**src/rtl/pmc_ac_loader_pkg.sv**
```systemverilog
// Shared types and sizing helpers for the analog-config loader.
package pmc_ac_loader_pkg;

    typedef enum logic [2:0] {
        ST_IDLE,
        ST_WR_REQ,
        ST_WR_RSP,
        ST_RD_REQ,
        ST_RD_RSP,
        ST_DONE
    } pmc_ac_loader_state_t;

    // Word index covers up to 16 config words.
    localparam int IDX_W = 4;

    // Counter width able to hold TIMEOUT.
    function automatic int tmo_cnt_width(input int timeout);
        return (timeout < 2) ? 1 : $clog2(timeout + 1);
    endfunction

endpackage

```
**src/rtl/ibex_data_bus.sv**
```systemverilog
// Simple req/gnt/rvalid data bus shared by the core and the loader.
interface ibex_data_bus;
    logic        req;
    logic        we;
    logic [31:0] addr;
    logic [31:0] wdata;
    logic        gnt;
    logic        rvalid;
    logic [31:0] rdata;

    modport master (output req, we, addr, wdata, input gnt, rvalid, rdata);
    modport slave  (input req, we, addr, wdata, output gnt, rvalid, rdata);
endinterface

```
**src/rtl/pmc_ac_loader_timer.sv**
```systemverilog
// Per-transaction watchdog: counts while enabled, flags when TIMEOUT cycles elapse.
module pmc_ac_loader_timer
    import pmc_ac_loader_pkg::*;
#(
    parameter int TIMEOUT = 255
) (
    input  logic clk,
    input  logic rst,
    input  logic i_clear,
    input  logic i_enable,
    output logic o_expired
);

    localparam int CNT_W = tmo_cnt_width(TIMEOUT);

    logic [CNT_W-1:0] r_count;

    // Count cycles spent in the current bus state; restart on every state entry.
    // NOTE: sequential state uses non-blocking assignments so all flops update together at the edge.
    always_ff @(posedge clk or posedge rst) begin
        if (rst) begin
            r_count <= '0;
        end else if (i_clear) begin
            r_count <= '0;
        end else if (i_enable && !o_expired) begin
            r_count <= r_count + 1'b1;
        end
    end

    assign o_expired = i_enable && (r_count == CNT_W'(TIMEOUT - 1));

endmodule

```
**src/rtl/pmc_ac_loader.sv**
```systemverilog
// Bus initiator: writes a config image to the analog register bank, then optionally reads it back.
module pmc_ac_loader
    import pmc_ac_loader_pkg::*;
#(
    parameter logic [31:0] BASE_ADDR = 32'h0,
    parameter int          NUM_WORDS = 4,
    parameter bit          VERIFY    = 1'b1,
    parameter int          TIMEOUT   = 255
) (
    input  logic                    clk,
    input  logic                    rst,
    input  logic                    start,
    input  logic [32*NUM_WORDS-1:0] cfg,
    output logic                    busy,
    output logic                    done,
    output logic                    err,
    output logic [3:0]              err_idx,
    ibex_data_bus.master            data_bus
);

    localparam logic [IDX_W-1:0] LAST_IDX = IDX_W'(NUM_WORDS - 1);

    pmc_ac_loader_state_t r_state, w_next;
    logic [IDX_W-1:0]     r_idx, w_next_idx;
    logic                 r_err_flag, w_next_err_flag;
    logic [IDX_W-1:0]     r_err_pos, w_next_err_pos;
    logic [32*NUM_WORDS-1:0] r_shadow;

    logic        w_accept;
    logic        w_tmo_hit;
    logic        w_expired;
    logic        w_in_bus;
    logic        w_next_req;
    logic [31:0] w_cur_word;
    logic [31:0] w_next_word;

    logic        r_req, r_we, r_busy, r_done, r_err;
    logic [31:0] r_addr, r_wdata;
    logic [3:0]  r_err_idx;

    assign w_accept    = (r_state == ST_IDLE) && start;
    assign w_in_bus    = (r_state == ST_WR_REQ) || (r_state == ST_WR_RSP) ||
                         (r_state == ST_RD_REQ) || (r_state == ST_RD_RSP);
    assign w_cur_word  = r_shadow[32*r_idx +: 32];
    // The shadow is loaded on the accepting edge, so word 0 comes straight from cfg then.
    assign w_next_word = (r_state == ST_IDLE) ? cfg[31:0] : r_shadow[32*w_next_idx +: 32];
    assign w_next_req  = (w_next == ST_WR_REQ) || (w_next == ST_RD_REQ);

    pmc_ac_loader_timer #(
        .TIMEOUT (TIMEOUT)
    ) u_timer (
        .clk       (clk),
        .rst       (rst),
        .i_clear   (w_next != r_state),
        .i_enable  (w_in_bus),
        .o_expired (w_expired)
    );

    // Next-state, word index and error tracking.
    // NOTE: every always_comb output gets a default first so no path leaves a latch behind.
    always_comb begin
        w_next          = r_state;
        w_next_idx      = r_idx;
        w_next_err_flag = r_err_flag;
        w_next_err_pos  = r_err_pos;
        w_tmo_hit       = 1'b0;
        case (r_state)
            ST_IDLE: begin
                if (start) begin
                    w_next          = ST_WR_REQ;
                    w_next_idx      = '0;
                    w_next_err_flag = 1'b0;
                    w_next_err_pos  = '0;
                end
            end
            ST_WR_REQ: begin
                if (data_bus.gnt)   w_next = ST_WR_RSP;
                else if (w_expired) w_tmo_hit = 1'b1;
            end
            ST_WR_RSP: begin
                if (data_bus.rvalid) begin
                    if (r_idx == LAST_IDX) begin
                        w_next_idx = '0;
                        w_next     = VERIFY ? ST_RD_REQ : ST_DONE;
                    end else begin
                        w_next_idx = r_idx + 1'b1;
                        w_next     = ST_WR_REQ;
                    end
                end else if (w_expired) begin
                    w_tmo_hit = 1'b1;
                end
            end
            ST_RD_REQ: begin
                if (data_bus.gnt)   w_next = ST_RD_RSP;
                else if (w_expired) w_tmo_hit = 1'b1;
            end
            ST_RD_RSP: begin
                if (data_bus.rvalid) begin
                    if ((data_bus.rdata != w_cur_word) && !r_err_flag) begin
                        w_next_err_flag = 1'b1;
                        w_next_err_pos  = r_idx;
                    end
                    if (r_idx == LAST_IDX) begin
                        w_next = ST_DONE;
                    end else begin
                        w_next_idx = r_idx + 1'b1;
                        w_next     = ST_RD_REQ;
                    end
                end else if (w_expired) begin
                    w_tmo_hit = 1'b1;
                end
            end
            ST_DONE: begin
                w_next = ST_IDLE;
            end
            default: begin
                w_next = ST_IDLE;
            end
        endcase
        if (w_tmo_hit) begin
            w_next          = ST_DONE;
            w_next_err_flag = 1'b1;
            if (!r_err_flag) w_next_err_pos = r_idx;
        end
    end

    // State register and registered bus/status outputs derived from the next state.
    always_ff @(posedge clk or posedge rst) begin
        if (rst) begin
            r_state    <= ST_IDLE;
            r_idx      <= '0;
            r_err_flag <= 1'b0;
            r_err_pos  <= '0;
            r_req      <= 1'b0;
            r_we       <= 1'b0;
            r_addr     <= '0;
            r_wdata    <= '0;
            r_busy     <= 1'b0;
            r_done     <= 1'b0;
            r_err      <= 1'b0;
            r_err_idx  <= '0;
        end else begin
            r_state    <= w_next;
            r_idx      <= w_next_idx;
            r_err_flag <= w_next_err_flag;
            r_err_pos  <= w_next_err_pos;
            r_req      <= w_next_req;
            r_we       <= (w_next == ST_WR_REQ);
            if (w_next_req) begin
                r_addr <= BASE_ADDR + {{(30-IDX_W){1'b0}}, w_next_idx, 2'b00};
            end
            if (w_next == ST_WR_REQ) begin
                r_wdata <= w_next_word;
            end
            r_busy <= (w_next != ST_IDLE);
            r_done <= (r_state == ST_DONE);
            if (w_accept) begin
                r_err     <= 1'b0;
                r_err_idx <= '0;
            end else if (r_state == ST_DONE) begin
                r_err     <= r_err_flag;
                r_err_idx <= r_err_pos;
            end
        end
    end

    // Capture the config image so later cfg changes cannot disturb a run.
    // NOTE: the shadow is pure data qualified by the FSM, so it carries no reset.
    always_ff @(posedge clk) begin
        if (w_accept) r_shadow <= cfg;
    end

    assign data_bus.req   = r_req;
    assign data_bus.we    = r_we;
    assign data_bus.addr  = r_addr;
    assign data_bus.wdata = r_wdata;
    assign busy           = r_busy;
    assign done           = r_done;
    assign err            = r_err;
    assign err_idx        = r_err_idx;

endmodule

```
**src/flat_wrapper.sv**
```systemverilog
// flat-port wrapper written by rule: the top's interface ports become plain ports
module pmc_ac_loader_flat import pmc_ac_loader_pkg::*;
#(
    parameter logic [31:0] BASE_ADDR = 32'h0,
    parameter int          NUM_WORDS = 4,
    parameter bit          VERIFY    = 1'b1,
    parameter int          TIMEOUT   = 255
)
  (clk, rst, start, cfg, busy, done, err, err_idx, data_bus_req, data_bus_we, data_bus_addr, data_bus_wdata, data_bus_gnt, data_bus_rvalid, data_bus_rdata);
  ibex_data_bus data_bus_i ();
  input  logic clk;
  input  logic rst;
  input  logic start;
  input  logic [32*NUM_WORDS-1:0] cfg;
  output logic busy;
  output logic done;
  output logic err;
  output logic [3:0] err_idx;
  output wire logic [$bits(data_bus_i.req)-1:0] data_bus_req;
  output wire logic [$bits(data_bus_i.we)-1:0] data_bus_we;
  output wire logic [$bits(data_bus_i.addr)-1:0] data_bus_addr;
  output wire logic [$bits(data_bus_i.wdata)-1:0] data_bus_wdata;
  input wire logic [$bits(data_bus_i.gnt)-1:0] data_bus_gnt;
  input wire logic [$bits(data_bus_i.rvalid)-1:0] data_bus_rvalid;
  input wire logic [$bits(data_bus_i.rdata)-1:0] data_bus_rdata;
  assign data_bus_req = data_bus_i.req;
  assign data_bus_we = data_bus_i.we;
  assign data_bus_addr = data_bus_i.addr;
  assign data_bus_wdata = data_bus_i.wdata;
  assign data_bus_i.gnt = data_bus_gnt;
  assign data_bus_i.rvalid = data_bus_rvalid;
  assign data_bus_i.rdata = data_bus_rdata;
  pmc_ac_loader #(.BASE_ADDR(BASE_ADDR), .NUM_WORDS(NUM_WORDS), .VERIFY(VERIFY), .TIMEOUT(TIMEOUT)) u_core (.clk(clk), .rst(rst), .start(start), .cfg(cfg), .busy(busy), .done(done), .err(err), .err_idx(err_idx), .data_bus(data_bus_i));
endmodule
```
**config.mk**
```make
export PLATFORM = sky130hd
export DESIGN_NAME = pmc_ac_loader_flat
export DESIGN_NICKNAME = d
export VERILOG_FILES = /design/src/rtl/pmc_ac_loader_pkg.sv /design/src/rtl/ibex_data_bus.sv /design/src/rtl/pmc_ac_loader_timer.sv /design/src/rtl/pmc_ac_loader.sv /design/src/flat_wrapper.sv
export SDC_FILE = /design/constraint.sdc
export NUM_CORES = 1
export LEC_CHECK = 0
export ABC_AREA = 1
export CAP_MARGIN = 10
export CORE_ASPECT_RATIO = 0.7
export CORE_UTILIZATION = 42
export DETAILED_ROUTE_END_ITERATION = 10
export GPL_ROUTABILITY_DRIVEN = 0
export PLACE_DENSITY = 0.68
export RECOVER_POWER = 25
export SETUP_SLACK_MARGIN = 0.1
export SLEW_MARGIN = 20
export SYNTH_ARGS = -nofsm -noshare
export SYNTH_HDL_FRONTEND = slang
export SYNTH_SLANG_ARGS = --single-unit
```
**constraint.sdc**
```tcl
create_clock -name clk -period 20.9 [get_ports clk]
set_input_delay 3.135 -clock clk [delete_from_list [all_inputs] [get_ports clk]]
set_output_delay 3.135 -clock clk [all_outputs]
set_load 0.05 [all_outputs]
```
=== Yosys cells after proc, flatten, opt, wreduce, memory -nomap -nowiden ===
Cells that the tools add are included.

* Register bits after elaboration: 193
* Latch bits: 0
* Bits in writable memories: 0
* Bits in read-only memories: 0
* Bits of input ports: 165
* Output and inout bits: 73
* Logic and storage cells: 87
* Memories: 0

* Add/sub/neg operators: 2
* Multipliers: 0
* Div/mod/pow operators: 0
* $lt $le $gt $ge: 0
* Equal/unequal tests: 14
* Shift operators: 2
* Mux-type cells: 37
* Bitwise operators: 0
* Reductions and logical operators: 18

{| class="wikitable"
|+ Operator list
! kind !! number
|-
| $shiftx A128 B10 Y32 || 2
|-
| $mux W4 || 12
|-
| $mux W32 || 1
|-
| $ne A32 B32 Y1 || 1
|-
| $mux W3 || 7
|-
| $mux W8 || 2
|-
| $pmux W3 S5 || 1
|-
| $pmux W4 S3 || 1
|-
| $eq A3 B2 Y1 const B || 3
|-
| $mux W1 || 9
|-
| $ne A3 B2 Y1 const B || 3
|-
| $add A8 B1 Y8 const B || 1
|-
| $eq A8 B8 Y1 const B || 1
|-
| $pmux W4 S2 || 1
|-
| $eq A3 B1 Y1 const B || 2
|-
| $eq A3 B3 Y1 const B || 2
|-
| $reduce_bool A3 Y1 || 2
|-
| $add A4 B1 Y4 const B || 1
|-
| $eq A4 B2 Y1 const B || 1
|-
| $logic_and A1 B1 Y1 || 4
|-
| $logic_or A1 B1 Y1 || 4
|-
| $pmux W1 S2 || 2
|-
| $reduce_and A4 Y1 || 1
|-
| $reduce_bool A2 Y1 || 2
|-
| 5 further kinds || 7
|}

=== Depth between registers and ports, before layout ===
Gate-level depths: netlist of run 1.

* Depth in word-level cells: 11
* Mapped depth: 22
* Mapped depth without buffers: 19

=== Modules after synthesis ===
Synthesis of run 1 repeated with hierarchy kept, for this count alone.

* Cell total of the unflattened synthesis: 1237
* Area total of the unflattened synthesis: 10422.5 um^2

{| class="wikitable"
|+ Modules (own cells, without submodules)
! module !! times used !! cells each !! area an instance (um^2) !! seq. area each (um^2)
|-
| pmc_ac_loader || 1 || 1161 || 9873.2 || 5270.1
|-
| pmc_ac_loader_timer || 1 || 76 || 549.3 || 200.2
|}

=== Worst setup path after synthesis of run 1 ===
OpenSTA, ideal clock, no wires.

* Kind: input -> register
* From: in start
* To: reg u_core.r_err (netlist: u_core.err)
* Setup time: 134 ps
* Data arrival time: 9554 ps
* Data required time: 20766 ps
* Setup slack: 11211 ps
* Stages: 5
* Buffers on the path: 0
* Cells stage by stage: inv_1 -> nor2_1 -> inv_1 -> nand3_1 -> o21ai_0

* Longest elaborated chain between the ends: 2
* Elaborated cells between the ends (all ways): 3
* Classes of those cells: mux (1); reduce/logical (2)

{| class="wikitable"
|+ Ends and longest elaborated chain
! what !! line !! RTL
|-
| from (decl) || flat_wrapper.sv:13 || <nowiki>input logic start;</nowiki>
|-
| $logic_and A1 B1 Y1 * || pmc_ac_loader.sv:41 || <nowiki>assign w_accept = (r_state == ST_IDLE) && start;</nowiki>
|-
| named net u_core.w_accept || pmc_ac_loader.sv:29 || <nowiki>logic w_accept;</nowiki>
|-
| $mux W1 / $reduce_bool A2 Y1 (equally long branches) || n/a ||
|-
| to (signal assigned) || pmc_ac_loader.sv:161 || <nowiki>r_err <= r_err_flag;</nowiki>
|-
| to (decl) || pmc_ac_loader.sv:37 || <nowiki>logic r_req, r_we, r_busy, r_done, r_err;</nowiki>
|}

The timed path passes the listed nets; every way through them passes the cells marked *.
A chain may end at the register's enable or synchronous reset.

=== Final worst setup path of run 1 ===
* From: in data_bus_rvalid
* To: reg u_core.r_wdata[14] (netlist: u_core.data_bus.wdata[14])

* Longest elaborated chain between the ends: 4
* Elaborated cells between the ends (all ways): 12
* Classes of those cells: eq/ne (1); shift (1); mux (10)

{| class="wikitable"
|+ Ends and longest elaborated chain
! what !! line !! RTL
|-
| from (decl) || flat_wrapper.sv:24 || <nowiki>input wire logic [$bits(data_bus_i.rvalid)-1:0] data_bus_rvalid;</nowiki>
|-
| $mux W3, or another cell as far along || pmc_ac_loader.sv:98 || <nowiki>if (data_bus.rvalid) begin</nowiki>
|-
| $pmux W3 S5 / $pmux W1 S2 (equally long branches) || pmc_ac_loader.sv:67 || <nowiki>case (r_state)</nowiki>
|-
| $mux W3 * || pmc_ac_loader.sv:120 || <nowiki>if (w_tmo_hit) begin</nowiki>
|-
| named net u_core.w_next[2] || pmc_ac_loader.sv:23 || <nowiki>pmc_ac_loader_state_t r_state, w_next;</nowiki>
|-
| $eq A3 B1 Y1 * || pmc_ac_loader.sv:152 || <nowiki>if (w_next == ST_WR_REQ) begin</nowiki>
|-
| to (signal assigned) || pmc_ac_loader.sv:153 || <nowiki>r_wdata <= w_next_word;</nowiki>
|-
| to (decl) || pmc_ac_loader.sv:38 || <nowiki>logic [31:0] r_addr, r_wdata;</nowiki>
|}

Marked as above.

==> flow_summary.ini, run 1 <==
[sta]
hold_violations = 0
rsz0062_at_grt = false
slew_viol_final = 0
min_period_over_period_pct = 26.4
fin_ws_ns = 15.39
tightest_slew_ns = 1.03
setup_viol = 0
fin_worst_skew_ns = 0.0148
relSlewSlack_pct = 31.6
max_freq_mhz = 181
post-route-min-period_ns = 5.51
fin_setup_tns_ns = 0
hold_ws_ns = 0.504

[clock_tree]
clkLatencyLatePin_ns = 0.45
cts_buffer_depth = 2
postCtsSetupBuffers = 0
holdBufCountCts = 0
h-tree-depth = 4
cts-root-buf = clkbuf_16
cts.repair.resized = 0
numCtsBuffers = 17
cts_tree = built
clock-sinks = 193
clk_pin_slew_ns = 0.07

[yosys]
synth_seq_area_share_pct = 51.3
ys_types = 41
synthDominantCellAreaShare_pct = 36.1
ys_warn_count = 0
synthMostInstantiatedCell = nand2_1
async_flop_share_pct = 33.7
synth-edff-count = 128
synth_top_flop_cell = edfxtp_1
postSynthAreaPerCell_um2 = 8.48
syn-instance-count = 1257
synth-seq-cells = 193
yosys-top-cells-count = 337 x nand2_1, 142 x inv_1, 128 x edfxtp_1
synth_area_leaders = edfxtp_1 36%, dfrtp_1 15%, nand2_1 12%, a21oi_2 5.1%, inv_1 5.0%
yosysTopAreaCell = edfxtp_1
synth_area_um2 = 10700

[worst_setup_path]
cp.arrival_ns = 5.84
path_max_fanout = 34
required_ns = 21.23
end_kind = register
path_delay_family = buffers and inverters
ff2ff_path_depth = 10
crit_type = input pin to register
crit_buf_inv = 4
crit_slowest_cell = clkdlybuf4s50_1
worstPathCellList = clkdlybuf4s50_1, inv_2, a21oi_2, o22ai_1, o21ai_1, nand2_8, nor2_8, inv_6, nor2_8, inv_6, a21oi_1, a21oi_1
cp-start-kind = input pin
critPathMaxStageDelay_ns = 0.62
cp.depth = 12

[grt]
use_met2_pct = 34.7
grtUsageMet1_pct = 33.3
met3_usage_pct = 5.54
first_global_vias = 8306
grt_pass1_wl_mm = 44.9
overflow = 0
grt_usage_pct = 23.1
antenna_found_initial = 1
grt_max_degree = 123
busiest_layer = met2

[die]
io_pins = 238
std_cell_rows = 48
core_area_um2 = 24800
die_x_um = 192
start_util_pct = 43.0
chipHeight_um = 135
die_area_um2 = 26000

[cells_and_area]
area_delta_synth_final_pct = 25.0
nFillCells = 2231
nNetsFinal = 1600
final-seq-area_um2 = 5480
drive_above_1_share_pct = 9.49
multi_input_area_um2 = 4120

[run_status]
status = complete, but fails checks
violations = DRC

[route]
drtPass1Iterations = 9
drt_wl_total_mm = 29.5
drt_drc_violations_left = 44
vias = 8919
wl_per_cell_um = 16.6
routed_via_density = 5.04
ant_nets = 0
drt-initial-drc-count = 753

[min_path]
min_path_type = register to register
hold_depth = 2

[job]
drv_cap = 0

[placed_design]
post-place-ws_ns = 14.96
dp_hpwl_mm = 20.1
io_buffers = 209

[pwr]
leakage_nw = 5.75
total_power_mw = 2.08
vdd_drop_max_v = 0.0000907
power_density_nw_per_um2 = 156
## metal layers
layer / vias to the layer above / wire length (um)
met2: 375 / 12900
li1: 4374 / -
met4: 2 / 373
met3: 31 / 2520
met1: 4137 / 13600
met5: - / 13
## flip-flops by register name (all words and copies together), names as in the netlist
register                flops
u_core.data_bus.req         1
u_core.data_bus.we          1
u_core.err                  1
u_core.done                 1
u_core.r_err_pos            4
u_core.data_bus.wdata      32
u_core.err_idx              4
u_core.r_state              3
u_core.r_err_flag           1
u_core.r_idx                4
u_core.data_bus.addr        4
u_core.r_shadow           128
u_core.u_timer.r_count      8
u_core.busy                 1
## placed cells by master, fill, tap and decap left out, types with 2 or more instances in the layout
| cell type | count |
|---|---|
| clkinvlp_4 | 2 |
| nand3b_1 | 7 |
| xor2_1 | 3 |
| xnor2_1 | 2 |
| nand2_1 | 337 |
| inv_6 | 6 |
| o211ai_1 | 11 |
| buf_4 | 7 |
| a21oi_2 | 62 |
| inv_8 | 2 |
| nor2_2 | 2 |
| conb_1 | 28 |
| nand2_8 | 2 |
| dlygate4sd3_1 | 106 |
| inv_4 | 2 |
| nand4_1 | 3 |
| nor2_8 | 3 |
| inv_1 | 141 |
| ha_1 | 4 |
| o21ai_0 | 41 |
| a21oi_1 | 62 |
| nand2_4 | 2 |
| nor2_4 | 3 |
| nor2_1 | 118 |
| o221ai_1 | 2 |
| clkbuf_16 | 17 |
| clkinv_2 | 4 |
| o22ai_1 | 2 |
| nand2_2 | 2 |
| clkinv_1 | 3 |
| edfxtp_1 | 128 |
| nor3_1 | 5 |
| nand3_1 | 67 |
| clkdlybuf4s50_1 | 103 |
| dfrtp_1 | 63 |
| o21ai_1 | 65 |
| inv_2 | 12 |
| a22oi_1 | 3 |
## stage by stage
step | util [%] | cell area (um^2) | cells
floorplan | - | 10800 | 1284
global placement | 51.4 | 12800 | 1737
detailed placement | 51.5 | 12800 | 1737
CTS | 53.7 | 13300 | 1769
global route | 53.7 | 13300 | 1769
finish | 53.7 | 13300 | 1770
## where the power goes
group	internal [mW]	switching (mW)	leakage (nW)	total (mW)
clock network	0.166	0.151	0.273	0.318
logic	0.353	0.784	3.49	1.14
registers	0.532	0.0936	1.98	0.625
## final timing paths
kind,slack (ns),from,endpoint
worst max-delay path,15.39,data_bus_rvalid,u_core.data_bus.wdata[14]
worst min register to register,0.50,u_core.data_bus.addr[2],u_core.data_bus.addr[2]
min in group asynchronous,3.28,rst,u_core.u_timer.r_count[5]
worst min-delay path,0.50,u_core.data_bus.addr[2],u_core.data_bus.addr[2]
worst max register to register,16.36,u_core.r_idx[1],u_core.data_bus.wdata[13]
max in group asynchronous,16.93,rst,u_core.r_idx[0]
## final cells by class
| class | instances | share of cell area, % |
|---|---|---|
| repair buffers | 216 | 16.1 |
| clock inverters | 14 | 0.977 |
| clock buffers | 18 | 3.22 |
| multi-input cells | 843 | 30.9 |
| flip-flops and latches | 193 | 41.1 |
| well taps | 325 | 3.05 |
| diodes | 1 | 0.0188 |
| inverters | 160 | 4.63 |
## worst reg2reg max path, stage by stage, from the launching register on
cell and delay, ns:
dfrtp_2 0.94, clkinv_1 0.95, buf_4 0.49, nor3_1 0.27, o21ai_0 0.14, o221ai_1 0.09, o21ai_1 0.19, nor3_4 0.73
buf_4 0.40, nand2_1 0.10, a21oi_1 0.15
## logic make-up (layout without fill, tap and decap cells)
| kind of cell | Yosys count | after routing | share of synthesized area (%) |
|---|---|---|---|
| AO/OA/AOI/OAI | 251 | 251 | 14.6 |
| XOR/XNOR | 6 | 6 | 0.564 |
| adder cells (fa/ha/maj) | 4 | 4 | 0.470 |
| buffers and inverters | 248 | 408 | 11.3 |
| flip-flops | 193 | 193 | 51.3 |
| other | 1 | 29 | 0.0352 |
| AND/OR/NAND/NOR | 554 | 554 | 21.8 |
No activity file was read; power rests on OpenSTA's default activity.
==> inputs of run 2 (changes only) <==
==> constraint.sdc (replaced) <==
create_clock -name clk -period 5.2 [get_ports clk]
set_input_delay 0.78 -clock clk [delete_from_list [all_inputs] [get_ports clk]]
set_output_delay 0.78 -clock clk [all_outputs]
set_load 0.05 [all_outputs]
==> flow_summary.ini, run 2 (synthesis gave the netlist of run 1 again) <==
[run_status]
status = complete, but fails checks
violations = DRC

[pwr]
power_frac_clock_pct = 16.0
leakage_nw = 5.79
switchingPower_mw = 4.18
combPwrFrac_pct = 55.7
netSwitchingFraction_pct = 49.3
internal_power_mw = 4.30
seqPwrFrac_pct = 28.4
vdd_drop_max_v = 0.000351
power_density_nw_per_um2 = 632
total_power_mw = 8.48

[grt]
antenna_found_initial = 1
first_global_vias = 8399
grt_pass1_wl_mm = 45.7
grt_max_degree = 131
grt_usage_pct = 23.6
overflow = 0

[die]
start_util_pct = 43.0
die_x_um = 192
core_area_um2 = 24800
io_pins = 238
chipHeight_um = 135
std_cell_rows = 48
die_area_um2 = 26000

[route]
vias = 8880
drtPass1Iterations = 8
drt_drc_violations_left = 44
routed_via_density = 5.01
ant_nets = 0
drt-initial-drc-count = 635
wl_per_cell_um = 16.8
drt_wl_total_mm = 29.7

[clock_tree]
cts_buffer_depth = 2
clk_pin_slew_ns = 0.07
clock-sinks = 193
holdBufCountCts = 0
numCtsBuffers = 17
cts-root-buf = clkbuf_16
postCtsSetupBuffers = 0
cts.repair.resized = 0
clkLatencyLatePin_ns = 0.46
cts_tree = built
h-tree-depth = 4

[sta]
fin_worst_skew_ns = 0.0171
fin_ws_ns = 1.74
hold_violations = 0
setup_viol = 0
hold_ws_ns = 0.513
slew_viol_final = 0
fin_setup_tns_ns = 0
tightest_slew_ns = 0.988
min_period_over_period_pct = 66.5
relSlewSlack_pct = 34.1
post-route-min-period_ns = 3.46
max_freq_mhz = 289
rsz0062_at_grt = false

[cells_and_area]
nNetsFinal = 1602
largest_register_ffs = 128
drive_above_1_share_pct = 9.75
final_cell_mix = 337 x nand2_1, 142 x inv_1, 128 x edfxtp_1
regMostFlops = u_core.r_shadow
finalNonFillerCells = 1772
final_common_cell = nand2_1
area_delta_synth_final_pct = 25.8

[placed_design]
post-place-ws_ns = 1.68
io_buffers = 209
dp_hpwl_mm = 20.5
dp.cells = 1739

[worst_setup_path]
crit_type = register to register
cp.arrival_ns = 3.80
cp-start-kind = register
path_max_fanout = 64
worstPathCellList = inv_2, ha_1, o21ai_0, a21oi_2, nand2_4, buf_12, a21oi_1, o21ai_1, nand2_1, nand2_1, a21oi_2
crit_slowest_cell = inv_2
end_kind = register
critPathMaxStageDelay_ns = 0.66
required_ns = 5.54

[job]
drv_cap = 0

[min_path]
min_path_type = register to register
[run 2: power groups by stage]
stage	logic (mW)	clock network [mW]	registers, mW
2_1_floorplan	3.06	0	2.88
3_3_place_gp	4.61	0	2.42
3_5_place_dp	4.74	0	2.43
4_1_cts	4.75	1.38	2.40
5_1_grt	5.18	1.44	2.45
6_report	4.72	1.35	2.41
[run 2: worst paths after layout]
path / startpoint / to / slack [ns] / depth (start not counted)
max in group asynchronous: rst / u_core.r_idx[0] / 3.55 / 3
hold reg to reg: u_core.data_bus.addr[3] / u_core.data_bus.addr[3] / 0.51 / 2
min in group asynchronous: rst / u_core.u_timer.r_count[7] / 0.70 / 2
setup reg to reg: u_core.r_idx[0] / u_core.data_bus.wdata[20] / 1.74 / 11
setup / recovery: u_core.r_idx[0] / u_core.data_bus.wdata[20] / 1.74 / 11
hold / removal: u_core.data_bus.addr[3] / u_core.data_bus.addr[3] / 0.51 / 2
[run 2: per-stage QoR]
stage                     instance area [um^2]  util (%)
after detailed placement                 12800      51.6
after CTS                                13400      54.0
final                                    13400      54.1
after global routing                     13400      54.0
after global placement                   12800      51.6
after floorplan                          10800         -
[run 2: routing by layer]
metal,vias to the layer above,GRT usage [%],wire length [um]
met5,-,0,13
met4,2,6.43,510
met3,43,5.08,1980
li1,4387,-,-
met1,4137,33.7,13800
met2,311,36.1,13300
[run 2: area by class of cell]
type	count	area [um^2]
fill	2261	11400
sequential	193	5480
multi-input combinational	843	4110
timing repair buffer	218	2180
inverter	160	617
clock buffer	19	464
tap	325	407
clock inverter	13	145
antenna	1	2.50
[run 2: worst max-delay path, delay by kind of cell (launching register included)]
kind                       cells  cell delay, ns
AOI/OAI and AO/OA              5            0.60
adders and majority gates      1            0.36
and+or+nand+nor                3            0.66
buffers and inverters          2            1.00
DFF                            1            0.65
